**src/rtl/resp_demux.sv**
```systemverilog
// Return-path demultiplexer: routes response words to port A (fetch) or port B (load),
// each through its own small FIFO so back-pressure on one port never stalls the other.
module resp_demux #(
    parameter  int WIDTH = 32,
    parameter  int DEPTH = 2,
    localparam int LW    = $clog2(DEPTH) + 1
) (
    input  logic             clk,
    input  logic             rst_n,
    input  logic [WIDTH-1:0] in_data,
    input  logic             in_sel,
    input  logic             in_valid,
    output logic             in_ready,
    output logic [WIDTH-1:0] a_data,
    output logic             a_valid,
    input  logic             a_ready,
    output logic [WIDTH-1:0] b_data,
    output logic             b_valid,
    input  logic             b_ready,
    output logic [LW-1:0]    a_level,
    output logic [LW-1:0]    b_level
);
    localparam int PW = $clog2(DEPTH);

    logic [WIDTH-1:0] r_mem_a [DEPTH];
    logic [WIDTH-1:0] r_mem_b [DEPTH];
    logic [PW-1:0]    r_wp_a, r_rp_a, r_wp_b, r_rp_b;
    logic [LW-1:0]    r_lvl_a, r_lvl_b;

    logic w_push_a, w_push_b, w_pop_a, w_pop_b;

    // Full test uses registered levels only, so consumer ready never reaches in_ready.
    assign in_ready = (in_sel ? r_lvl_b : r_lvl_a) != LW'(DEPTH);

    assign w_push_a = in_valid & in_ready & ~in_sel;
    assign w_push_b = in_valid & in_ready &  in_sel;
    assign w_pop_a  = a_valid & a_ready;
    assign w_pop_b  = b_valid & b_ready;

    assign a_valid = (r_lvl_a != '0);
    assign b_valid = (r_lvl_b != '0);
    assign a_data  = r_mem_a[r_rp_a];
    assign b_data  = r_mem_b[r_rp_b];
    assign a_level = r_lvl_a;
    assign b_level = r_lvl_b;

    always_ff @(posedge clk or negedge rst_n) begin
        if (!rst_n) begin
            r_wp_a  <= '0;
            r_rp_a  <= '0;
            r_lvl_a <= '0;
            for (int i = 0; i < DEPTH; i++) r_mem_a[i] <= '0;
        end else begin
            if (w_push_a) begin
                r_mem_a[r_wp_a] <= in_data;
                r_wp_a          <= r_wp_a + PW'(1);
            end
            if (w_pop_a) r_rp_a <= r_rp_a + PW'(1);
            case ({w_push_a, w_pop_a})
                2'b10:   r_lvl_a <= r_lvl_a + LW'(1);
                2'b01:   r_lvl_a <= r_lvl_a - LW'(1);
                default: r_lvl_a <= r_lvl_a;
            endcase
        end
    end

    always_ff @(posedge clk or negedge rst_n) begin
        if (!rst_n) begin
            r_wp_b  <= '0;
            r_rp_b  <= '0;
            r_lvl_b <= '0;
            for (int i = 0; i < DEPTH; i++) r_mem_b[i] <= '0;
        end else begin
            if (w_push_b) begin
                r_mem_b[r_wp_b] <= in_data;
                r_wp_b          <= r_wp_b + PW'(1);
            end
            if (w_pop_b) r_rp_b <= r_rp_b + PW'(1);
            case ({w_push_b, w_pop_b})
                2'b10:   r_lvl_b <= r_lvl_b + LW'(1);
                2'b01:   r_lvl_b <= r_lvl_b - LW'(1);
                default: r_lvl_b <= r_lvl_b;
            endcase
        end
    end
endmodule

```
**config.mk**
```make
export PLATFORM = sky130hd
export DESIGN_NAME = resp_demux
export DESIGN_NICKNAME = d
export VERILOG_FILES = /design/src/rtl/resp_demux.sv
export SDC_FILE = /design/constraint.sdc
export NUM_CORES = 1
export LEC_CHECK = 0
export ABC_CLOCK_PERIOD_IN_PS = 2590
export CORE_UTILIZATION = 31
export CTS_BUF_LIST = sky130_fd_sc_hd__clkbuf_2
export CTS_CLUSTER_SIZE = 14
export DETAILED_ROUTE_END_ITERATION = 8
export GPL_TIMING_DRIVEN = 0
export HOLD_SLACK_MARGIN = 0.03
export PLACE_DENSITY = 0.64
export SLEW_MARGIN = 20
export SYNTH_ARGS = -nofsm -noshare
export SYNTH_HDL_FRONTEND = slang
export SYNTH_SLANG_ARGS = --single-unit
```
**constraint.sdc**
```tcl
create_clock -name clk -period 2.59 [get_ports clk]
set_input_delay 0.3885 -clock clk [delete_from_list [all_inputs] [get_ports clk]]
set_output_delay 0.3885 -clock clk [all_outputs]
set_load 0.01 [all_outputs]
```
After elaboration in Yosys (flattened, before gate mapping) --
Index checks and enable logic that the tools add are counted.
Storage, ports and cells: bits of input ports 38, bits in registers 136, output and inout port bits 71
Operators by class: mux-type cells 15, add/subtract/negate cells 8, reduce and logical (&&, ||, !) cells 6, order comparisons 6, bitwise gates (word level) 10, eq/ne operators 5
Operators with widths (count):
- 32-bit two-way mux | 8
- 64-bit bitwise mux | 2
- 32-bit demux with 1-bit select | 2
- 2-bit >= comparator, second input constant | 4
- 1-bit NOT with 2-bit output | 4
- 2-bit case mux with 2 select lines | 2
- 2-bit nonzero test | 4
- 1-bit AND | 5
- 1-bit adder, second input constant | 4
- 2-bit by 1-bit adder with 2-bit output, second input constant | 2
- 2-bit by 1-bit equality test with 1-bit output, second input constant | 2
- 2-bit equality test, second input constant | 2
- 2-bit by 1-bit < comparator with 1-bit output, second input constant | 2
- 2-bit by 1-bit subtractor with 2-bit output, second input constant | 2
- 1-bit logical AND | 2
- 2-bit two-way mux | 1
- 2-bit != test, second input constant | 1
- 1-bit NOT | 1

Depth between registers and ports, before layout --
Gate-level depths: netlist (run 1).
depth after elaboration 6, depth in mapped cells 6, depth with buffers taken out 6

Worst setup path before layout (run 1) --
No wires, ideal clock.
path kind register to register, start register r_lvl_a[1] (netlist: a_level[1]), end register r_mem_a[10] (netlist bit), clock period less this slack 1.669 ns, data required time 2.465 ns, slack 0.921 ns, stages on the path, launching flop included 6, buffers on the path 2, arrival 1.544 ns, cell sequence dfrtp_1 -> nor2b_1 -> or3b_1 -> buf_2 -> buf_6 -> mux2_4
Between the ends: longest elaborated chain between the ends 4
Ends and longest elaborated chain:
- start: declaration | line 28 | logic [LW-1:0] r_lvl_a, r_lvl_b;
- start signal: assignment | line 60 | 2'b10: r_lvl_a <= r_lvl_a + LW'(1);
- start signal: assignment | line 61 | 2'b01: r_lvl_a <= r_lvl_a - LW'(1);
- start signal: assignment | line 62 | default: r_lvl_a <= r_lvl_a;
- 2-bit two-way mux | line 33 | assign in_ready = (in_sel ? r_lvl_b : r_lvl_a) != LW'(DEPTH);
- 2-bit != test | line 33
- 1-bit AND (2 in a row) | line 35 | assign w_push_a = in_valid & in_ready & ~in_sel;
- end signal: indexed assignment | line 55 | r_mem_a[r_wp_a] <= in_data;
- end: declaration | line 25 | logic [WIDTH-1:0] r_mem_a [DEPTH];
Every way passes these cells. A chain may end at the register's enable or synchronous reset.

Worst setup path after layout (run 1) --
start register r_rp_b, end output port b_data[15]
Between the ends: longest elaborated chain between the ends 4
Ends and longest elaborated chain:
- start: declaration | line 27 | logic [PW-1:0] r_wp_a, r_rp_a, r_wp_b, r_rp_b;
- start signal: assignment | line 78 | if (w_pop_b) r_rp_b <= r_rp_b + PW'(1);
- 1-bit NOT with 2-bit output (not written as such) | line 43 | assign b_data = r_mem_b[r_rp_b];
- 32-bit two-way mux (not written as such) (3 in a row) | line 43
- end: declaration | line 17 | output logic [WIDTH-1:0] b_data,
Every way passes these cells. The select of a mux whose other input is x is not followed.

==> flow_metrics.tcl, run 1 <==
set metrics [dict create \
    status "finished with violations" \
    violations "setup timing" \
    drive_gt1_share_pct 49.8 \
    tightest_slew_ps 564 \
    clkPwrFrac_pct 14.3 \
    antenna_found_initial 0 \
    cp.arrival_ps 2250 \
    grt_pass1_wl_mm 21.8 \
    ys_warn_count 0 \
    async_reset_ff_share_pct 100 \
    ys_seq_area_share_pct 56.4 \
    finalInstanceArea_um2 7940 \
    synth_cells 381 \
    dr.pass1.iters 6 \
    cts.path.max_buffers 2 \
    hold_path.class "in -> async" \
    gr-usage-all-layers_pct 14.5 \
    cp-end-kind "output port" \
    die_h_um 142 \
    synth-edff-count 0 \
    p_sw_w 0.00327 \
    p_int_w 0.00713 \
    crit_path_start_kind "flip-flop" \
    area_delta_synth_final_pct 31.5 \
    core_area_um2 18900 \
    start_util_pct 31.9 \
    syn_area_per_cell_um2 15.8 \
    syn-cell-area_um2 6030 \
    p_seq_share_pct 36.3 \
    die_area_um2 20000 \
    cp_slowest_stage_delay_ps 530 \
    n_fill_cell 1777 \
    ctsRootBufferMaster "clkbuf_2" \
    critPathLaunch "r_rp_b" \
    drc_errors 0 \
    clk_latency_ps 710 \
    ant_nets 0 \
    comb_power_share_pct 49.4 \
    period_minus_slack_ps 2640 \
    die_x_um 142 \
    r2r_start "b_level[1]" \
    vias_per_cell 4.48 \
    crit_chain "buf_8, mux2_2, clkdlybuf4s50_1" \
    ys.flop_type "dfrtp_1" \
    yosysUniqueCellTypes 22 \
    max_freq_mhz 379 \
    vias 3549 \
    relSlewSlack_pct 62.2 \
    cp_max_fo 10 \
    grt_overflow_total 0 \
    synth_seq_cells 136 \
    switching_share_pct 31.4 \
    clkSlewWorstSetupHoldPaths_ps 200 \
    power_leakage_nw 3.62 \
    finalSetupViolCount 17 \
    final-hold-violation-count 0 \
    fin_crit_sh_pct 102 \
    rsz0062_at_grt "yes" \
    numCtsBuffers 17 \
    numPortBuffers 108 \
    row_count 50 \
    grt_max_degree 74 \
    htree_num_levels 4 \
    hold_slack_ps 177 \
    syn-num-nets 421 \
    critPathSlowestCell "dfrtp_2" \
    place_area_um2 7470 \
    fin_skew_ps 36.0 \
    setup_ws_ps -48.3 \
    power_density_nw_per_um2 1310 \
    cts_tree "built" \
    required_ps 2200 \
    grt_pass1_vias 3974 \
    dp_hpwl_mm 8.99 \
    num-nets-final 559 \
    wire_per_inst_um 16.8 \
    ios 109 \
    peakVddDrop_v 0.000564 \
    drtIter0Drc 104 \
    diodes 0 \
    max_cap_viol_count 0 \
    path_class "reg -> out" \
    place_congestion 0.701 \
    cts_sinks 136 \
    maxSlewViolCount 0 \
    wl_mm 13.3 \
]
## power by group through the flow
stage	combinational, W	clock (W)	sequential (W)
after floorplan	0.00304	0	0.00363
after global placement	0.00518	0	0.00372
after detailed placement	0.00527	0	0.00380
after CTS	0.00526	0.00154	0.00378
after global routing	0.00554	0.00165	0.00392
final	0.00514	0.00148	0.00377
## per-layer routing
metal  global-route usage [%]  up-vias  routed length [µm]
li1                         -     1627                   -
met1                     17.9     1832                5990
met2                     24.1       73                6520
met3                     4.49       17                 591
met4                     4.92        0                 180
met5                        0        -                   0
## cell families after synthesis
logic type      count (synthesis)  share of synthesized area [%]
simple gates                   19                           2.07
flops                         136                           56.4
xor+xnor                       10                           1.45
buf+inv                        21                           1.89
compound gates                  1                         0.0829
fa+ha+maj                       2                          0.415
mux                           192                           37.7
## through the flow
stage	cells	TNS [ps]	worst slack, ps	utilization, %	total power (W)
5_1_grt	792	-3410	-216	42.0	0.0111
2_1_floorplan	381	0	921	-	0.00667
4_1_cts	787	-3920	-156	41.8	0.0106
3_5_place_dp	750	0	20.5	39.6	0.00907
3_3_place_gp	749	-543780	-4010	39.4	0.00890
6_report	792	-563	-48.3	42.0	0.0104
## cell usage after synthesis, types with 2 or more instances
| cell | count | area (µm²) |
|---|---|---|
| nor2_1 | 3 | 11.3 |
| or2_2 | 2 | 12.5 |
| mux2_2 | 157 | 1770 |
| mux2_1 | 5 | 56.3 |
| buf_6 | 3 | 33.8 |
| xor2_1 | 4 | 35.0 |
| xnor2_1 | 6 | 52.6 |
| buf_2 | 10 | 50.1 |
| ha_1 | 2 | 25.0 |
| mux2_4 | 30 | 450 |
| and2_1 | 2 | 12.5 |
| clkbuf_1 | 8 | 30.0 |
| nor3_2 | 2 | 20.0 |
| nand2b_1 | 3 | 18.8 |
| dfrtp_1 | 136 | 3400 |
| nor2b_1 | 2 | 12.5 |
## what timing repair did
| item | CTS | global route |
|---|---|---|
| gates resized for setup | 68 | 31 |
| setup buffers | 6 | 5 |
| endpoints found under the hold margin | 136 | 0 |
| hold buffers | 1 | 0 |
| endpoints found under the setup margin | 64 | 50 |
## flip-flops by register name, indices dropped and copies added, names as in the netlist
register and count:
a_level 2, r_rp_a 1, r_wp_a 1, r_rp_b 1, r_mem_b 64, b_level 2, r_wp_b 1, r_mem_a 64
## worst max-delay path, delay by kind of cell (launching register included)
kind,cells,cell delay [ps]
buffers and inverters,2,670
DFF,1,530
muxes,1,350
## layout by cell type (no fill, tap or decap), drive strengths merged
master,n
a21oi,1
and2,2
buf,32
bufinv,5
clkbuf,26
clkdlybuf4s50,58
clkinv,8
clkinvlp,2
dfrtp,136
dlygate4sd2,24
dlygate4sd3,1
dlymetal6s2s,16
ha,2
mux2,192
nand2,1
nand2b,4
nand3,1
nand4,1
nor2,3
nor2b,2
nor3,2
or2,2
or3b,1
xnor2,6
xor2,4
## final cells by class
cell class / count / area [µm²] / area share [%]
sequential: 136 / 3410 / 42.9
multi-input combinational: 224 / 2520 / 31.7
timing repair buffer: 121 / 1180 / 14.9
tap: 260 / 325 / 4.10
buffer: 19 / 209 / 2.63
clock inverter: 15 / 208 / 2.62
clock buffer: 17 / 85.1 / 1.07
## path summary, 6_finish.rpt
kind	cells after the start	end	slack, ps
worst min-delay path	2	r_mem_a[4]	180
worst max-delay path	3	b_data[15]	-50
max in group asynchronous	3	r_mem_b[54]	1690
min in group clk	2	r_mem_a[59]	360
worst max register to register	4	r_mem_b[34]	640
worst min register to register	1	r_mem_a[58]	510
Note: power is estimated with default switching activity, not from simulation.
==> inputs of run 2 (changes only) <==
--- a/config.mk
+++ b/config.mk
@@ -7,8 +7,8 @@
 export LEC_CHECK = 0
 export ABC_CLOCK_PERIOD_IN_PS = 2590
 export CORE_UTILIZATION = 31
-export CTS_BUF_LIST = sky130_fd_sc_hd__clkbuf_2
-export CTS_CLUSTER_SIZE = 14
+export CTS_BUF_LIST = sky130_fd_sc_hd__clkbuf_4 sky130_fd_sc_hd__clkbuf_8
+export CTS_CLUSTER_SIZE = 16
 export DETAILED_ROUTE_END_ITERATION = 8
 export GPL_TIMING_DRIVEN = 0
 export HOLD_SLACK_MARGIN = 0.03
==> run 2 against run 1 <==
  * The run now ends clean
  * Combinational power up 1%
  * Sequential cell count unchanged
  * Cell count down 1.4%
  * Final area up 0.74%
  * Critical path depth unchanged
  * First-iteration DRC count down 14%
  * Clock-buffer cell count up 4
  * Sequential share of layout area down 0.35 points
  * Worst hold slack better by 290 ps
  * Core utilization up 0.31 points
  * Register-to-register slack worse by 30 ps
  * Critical endpoint is now b_data[6]
==> flow_metrics.tcl, run 2 (synthesized netlist as in run 1, its figures left out) <==
set metrics [dict create \
    finalSetupViolCount 0 \
    finalInstanceArea_um2 8000 \
    rrSetupSlack_ps 610 \
    drtIter0Drc 89 \
    required_ps 2200 \
    ant_nets 0 \
    clk_latency_ps 440 \
    grt_overflow_total 0 \
    peakVddDrop_v 0.000531 \
    cts_tree "built" \
    final_cells 781 \
    place_congestion 0.701 \
    dr.pass1.iters 6 \
    gr-usage-all-layers_pct 14.4 \
    die_area_um2 20000 \
    ctsRootBufferMaster "clkbuf_8" \
    crit_path_start_kind "flip-flop" \
    final-hold-violation-count 0 \
    rsz0062_at_grt "no" \
    dp.cells 750 \
    n_fill_cell 1753 \
    die_h_um 142 \
    max_cap_viol_count 0 \
    numCtsBuffers 17 \
    maxSlewViolCount 0 \
    crit_chain "clkbuf_4, mux2_2, clkdlybuf4s50_1" \
    vias 3509 \
    period_minus_slack_ps 2440 \
    cts.path.max_buffers 2 \
    cp.arrival_ps 2050 \
    final_cell_mix "mux2_2 (157), dfrtp_1 (134), clkdlybuf4s50_1 (107), mux2_4 (30), clkbuf_8 (23)" \
    area_delta_synth_final_pct 32.5 \
    core_area_um2 18900 \
    drc_errors 0 \
    power_leakage_nw 3.41 \
    fin_skew_ps 15.1 \
    cp-end-kind "output port" \
    power_w 0.0111 \
    numPortBuffers 108 \
    grt_pass1_wl_mm 21.6 \
    cp_max_fo 10 \
    critPathSlowestCell "clkdlybuf4s50_1" \
    htree_num_levels 4 \
    cp.buffers_inverters 2 \
    wl_mm 13.1 \
    power_density_nw_per_um2 1380 \
    diodes 0 \
    drive_gt1_share_pct 47.4 \
    antenna_found_initial 0 \
    max_freq_mhz 410 \
    relSlewSlack_pct 63.1 \
    grt_pass1_vias 3933 \
    grt_max_degree 74 \
    path_delay_family "buffers and inverters" \
    wire_per_inst_um 16.8 \
    cp_slowest_stage_delay_ps 480 \
    num-nets-final 548 \
    cts_sinks 136 \
    start_util_pct 31.9 \
    vias_per_cell 4.49 \
    reg_top3 "r_mem_a (64), r_mem_b (64)" \
    status "complete, no violations" \
    place_area_um2 7470 \
    fin_crit_sh_pct 94.3 \
    tightest_slew_ps 551 \
    hold_path.class "in -> async" \
    path_class "reg -> out" \
    clkSlewWorstSetupHoldPaths_ps 80 \
    row_count 50 \
    die_x_um 142 \
    post_cts_buffers 0 \
    ios 109 \
    final_common_cell "mux2_2" \
    dp_hpwl_mm 8.99 \
]
[run 2: per-layer routing]
layer,vias to the layer above,share of wire (%),GRT usage (%),routed length [µm]
met1,1822,45,18.0,5870
met3,10,4.7,4.49,622
li1,1604,-,-,-
met5,-,0,0,0
met2,73,50,23.6,6500
met4,0,0.92,4.92,121
[run 2: final cells by class]
class	instances	area [µm²]	share of cell area, %
timing repair buffer	110	1120	14.1
clock inverter	11	193	2.41
multi-input combinational	224	2520	31.5
sequential	136	3410	42.6
clock buffer	21	289	3.62
tap	260	325	4.07
buffer	19	141	1.77
[run 2: path summary, 6_finish.rpt]
kind,start,end,cells after the start
worst max register to register,b_level[1],r_mem_b[63],4
worst max-delay path,r_rp_b,b_data[6],3
min in group clk,r_mem_a[37],r_mem_a[37],1
worst min register to register,r_mem_a[37],r_mem_a[37],1
max in group asynchronous,rst_n,r_mem_a[53],3
worst min-delay path,rst_n,r_mem_a[4],2
[run 2: power by group]
part           switching (W)  internal (W)  leakage [nW]  total, W
registers           0.000591       0.00322          1.61   0.00381
clock network       0.000805       0.00125         0.238   0.00205
logic                0.00186       0.00334          1.56   0.00520
[run 2: repair_timing]
action	4_1_cts	5_1_grt
gates resized for setup	15	1
hold endpoints to repair	63	0
setup endpoints to repair	58	10
pin swaps	0	0
hold buffers	1	0
[run 2: through the flow]
| step | setup WS [ps] | TNS, ps | util [%] | hold WS (ps) |
|---|---|---|---|---|
| after floorplan | 921 | 0 | - | 92.9 |
| after global placement | -4010 | -543780 | 39.4 | 463 |
| after detailed placement | 20.5 | 0 | 39.6 | 366 |
| after CTS | 56.5 | 0 | 42.3 | 461 |
| after global routing | 20.7 | 0 | 42.3 | 466 |
| final | 148 | 0 | 42.3 | 467 |
==> inputs of run 3 (changes only) <==
--- a/config.mk
+++ b/config.mk
@@ -6,6 +6,7 @@
 export NUM_CORES = 1
 export LEC_CHECK = 0
 export ABC_CLOCK_PERIOD_IN_PS = 2590
+export CORE_MARGIN = 1.5
 export CORE_UTILIZATION = 31
 export CTS_BUF_LIST = sky130_fd_sc_hd__clkbuf_4 sky130_fd_sc_hd__clkbuf_8
 export CTS_CLUSTER_SIZE = 16
==> run 3 against run 2 <==
  * Via count up 0.23%
  * Largest power group unchanged
  * Setup slack better by 9.3 ps
  * Combinational power about the same
  * Die area up 1.4%
  * First-iteration DRC count down 18%
  * Sequential cell count unchanged
  * Total power down 3.6%
  * Final area down 1.4%
  * Clock skew down 4.3 ps
  * Register-to-register slack better by 110 ps
  * Sequential share of layout area up 0.60 points
  * Cell count unchanged
==> flow_metrics.tcl, run 3 (synthesized netlist as in run 1, its figures left out) <==
set metrics [dict create \
    clk_latency_ps 430 \
    comb_power_share_pct 48.7 \
    gr-usage-all-layers_pct 14.1 \
    cp.arrival_ps 2040 \
    numCtsBuffers 17 \
    finalInstanceArea_um2 7880 \
    power_w 0.0107 \
    ctsRootBufferMaster "clkbuf_8" \
    final_common_cell "mux2_2" \
    clkPwrFrac_pct 15.7 \
    ios 109 \
    hold_path.class "reg -> reg" \
    path_class "reg -> out" \
    antenna_found_initial 0 \
    r2r_start "b_level[1]" \
    fin_skew_ps 10.8 \
    status "complete, no violations" \
    final_cell_mix "mux2_2 (157), dfrtp_1 (135), clkdlybuf4s50_1 (107), mux2_4 (30), clkbuf_8 (20)" \
    crit_path_start_kind "flip-flop" \
    ant_nets 0 \
    vias_per_cell 4.50 \
    cts_tree "built" \
    num-nets-final 548 \
    p_seq_share_pct 35.7 \
    grt_pass1_wl_mm 21.5 \
    finalSetupViolCount 0 \
    row_count 50 \
    vias 3517 \
    drive_gt1_share_pct 47.2 \
    grt_pass1_vias 3962 \
    rsz0062_at_grt "no" \
    critPathLaunch "r_rp_b" \
    die_area_um2 20300 \
    numPortBuffers 108 \
    wl_mm 13.3 \
    dp_hpwl_mm 9.04 \
    dr.pass1.iters 4 \
    cp_max_fo 10 \
    p_sw_w 0.00324 \
    final_cells 781 \
    dp.cells 750 \
    wire_per_inst_um 17.0 \
    power_leakage_nw 3.37 \
    htree_num_levels 4 \
    drc_errors 0 \
    place_area_um2 7470 \
    reg_top3 "r_mem_a (64), r_mem_b (64)" \
    cts_sinks 136 \
    tightest_slew_ps 537 \
    clkSlewWorstSetupHoldPaths_ps 80 \
    period_minus_slack_ps 2430 \
    diodes 0 \
    grt_overflow_total 0 \
    fin_crit_sh_pct 93.9 \
    die_x_um 143 \
    p_int_w 0.00742 \
    grt_max_degree 70 \
    area_delta_synth_final_pct 30.6 \
    cts.path.max_buffers 2 \
    final-hold-violation-count 0 \
    cp-end-kind "output port" \
    die_h_um 143 \
    core_area_um2 18900 \
    max_cap_viol_count 0 \
    place_congestion 0.706 \
    start_util_pct 31.9 \
    drtIter0Drc 73 \
    max_freq_mhz 411 \
    switching_share_pct 30.4 \
    power_density_nw_per_um2 1350 \
    hold_start "r_mem_a[35]" \
    peakVddDrop_v 0.000504 \
    maxSlewViolCount 0 \
    relSlewSlack_pct 64.2 \
    required_ps 2200 \
]
==> run 3: cell count changes in the layout (fill, tap and decap cells not counted), sizes merged <==
cell    previous run  this run
buf               15        18
bufinv             5         1
clkbuf            27        28
==> run 3: final cells by class <==
cell class | count | area [µm²]
repair buffers | 110 | 1120
fillers | 1783 | 11000
clock buffers | 25 | 313
multi-input cells | 224 | 2520
clock inverters | 7 | 68.8
flip-flops and latches | 136 | 3400
plain buffers | 19 | 129
well taps | 260 | 325
==> run 3: power by group through the flow <==
| stage | sequential, W | combinational [W] | clock (W) |
|---|---|---|---|
| after floorplan | 0.00363 | 0.00304 | 0 |
| after global placement | 0.00372 | 0.00518 | 0 |
| after detailed placement | 0.00380 | 0.00527 | 0 |
| after CTS | 0.00379 | 0.00532 | 0.00174 |
| after global routing | 0.00395 | 0.00558 | 0.00184 |
| final | 0.00380 | 0.00519 | 0.00167 |
==> run 3: timing repair <==
| action | 4_1_cts | 5_1_grt |
|---|---|---|
| endpoints found under the setup margin | 58 | 29 |
| buffers inserted | 0 | 0 |
| hold buffers | 1 | 0 |
| hold endpoints to repair | 67 | 0 |
| resized for setup | 13 | 3 |
==> run 3: layer usage <==
metal | part of all wire, % | wire length [µm] | track usage [%] | up-vias
met1 | 45 | 6030 | 17.7 | 1822
met2 | 49 | 6460 | 23.3 | 80
met4 | 0.71 | 95 | 3.42 | 0
met5 | 0 | 0 | 0 | -
met3 | 5.3 | 702 | 4.81 | 8
li1 | - | - | - | 1607
==> run 3: worst max-delay path: stages (launching register included) <==
cell and delay, ps:
dfrtp_2 460, clkbuf_4 290, mux2_2 370, clkdlybuf4s50_1 480
==> run 3: final timing paths <==
path | slack, ps | end | cells after the start
setup / recovery | 160 | b_data[8] | 3
setup reg to reg | 720 | r_mem_b[41] | 4
min in group asynchronous | 500 | r_mem_b[39] | 2
hold / removal | 490 | r_mem_a[35] | 1
max in group asynchronous | 1370 | r_rp_b | 3
hold reg to reg | 490 | r_mem_a[35] | 1
==> run 3: per-stage QoR <==
stage          util [%]  setup slack, ps  TNS [ps]  hold WS [ps]
2_1_floorplan         -              921         0          92.9
3_3_place_gp       39.4            -4090   -554450           463
3_5_place_dp       39.6           -0.814    -0.814           387
4_1_cts            41.7            -42.9      -604           493
5_1_grt            41.7             36.3         0           519
6_report           41.7              157         0           486
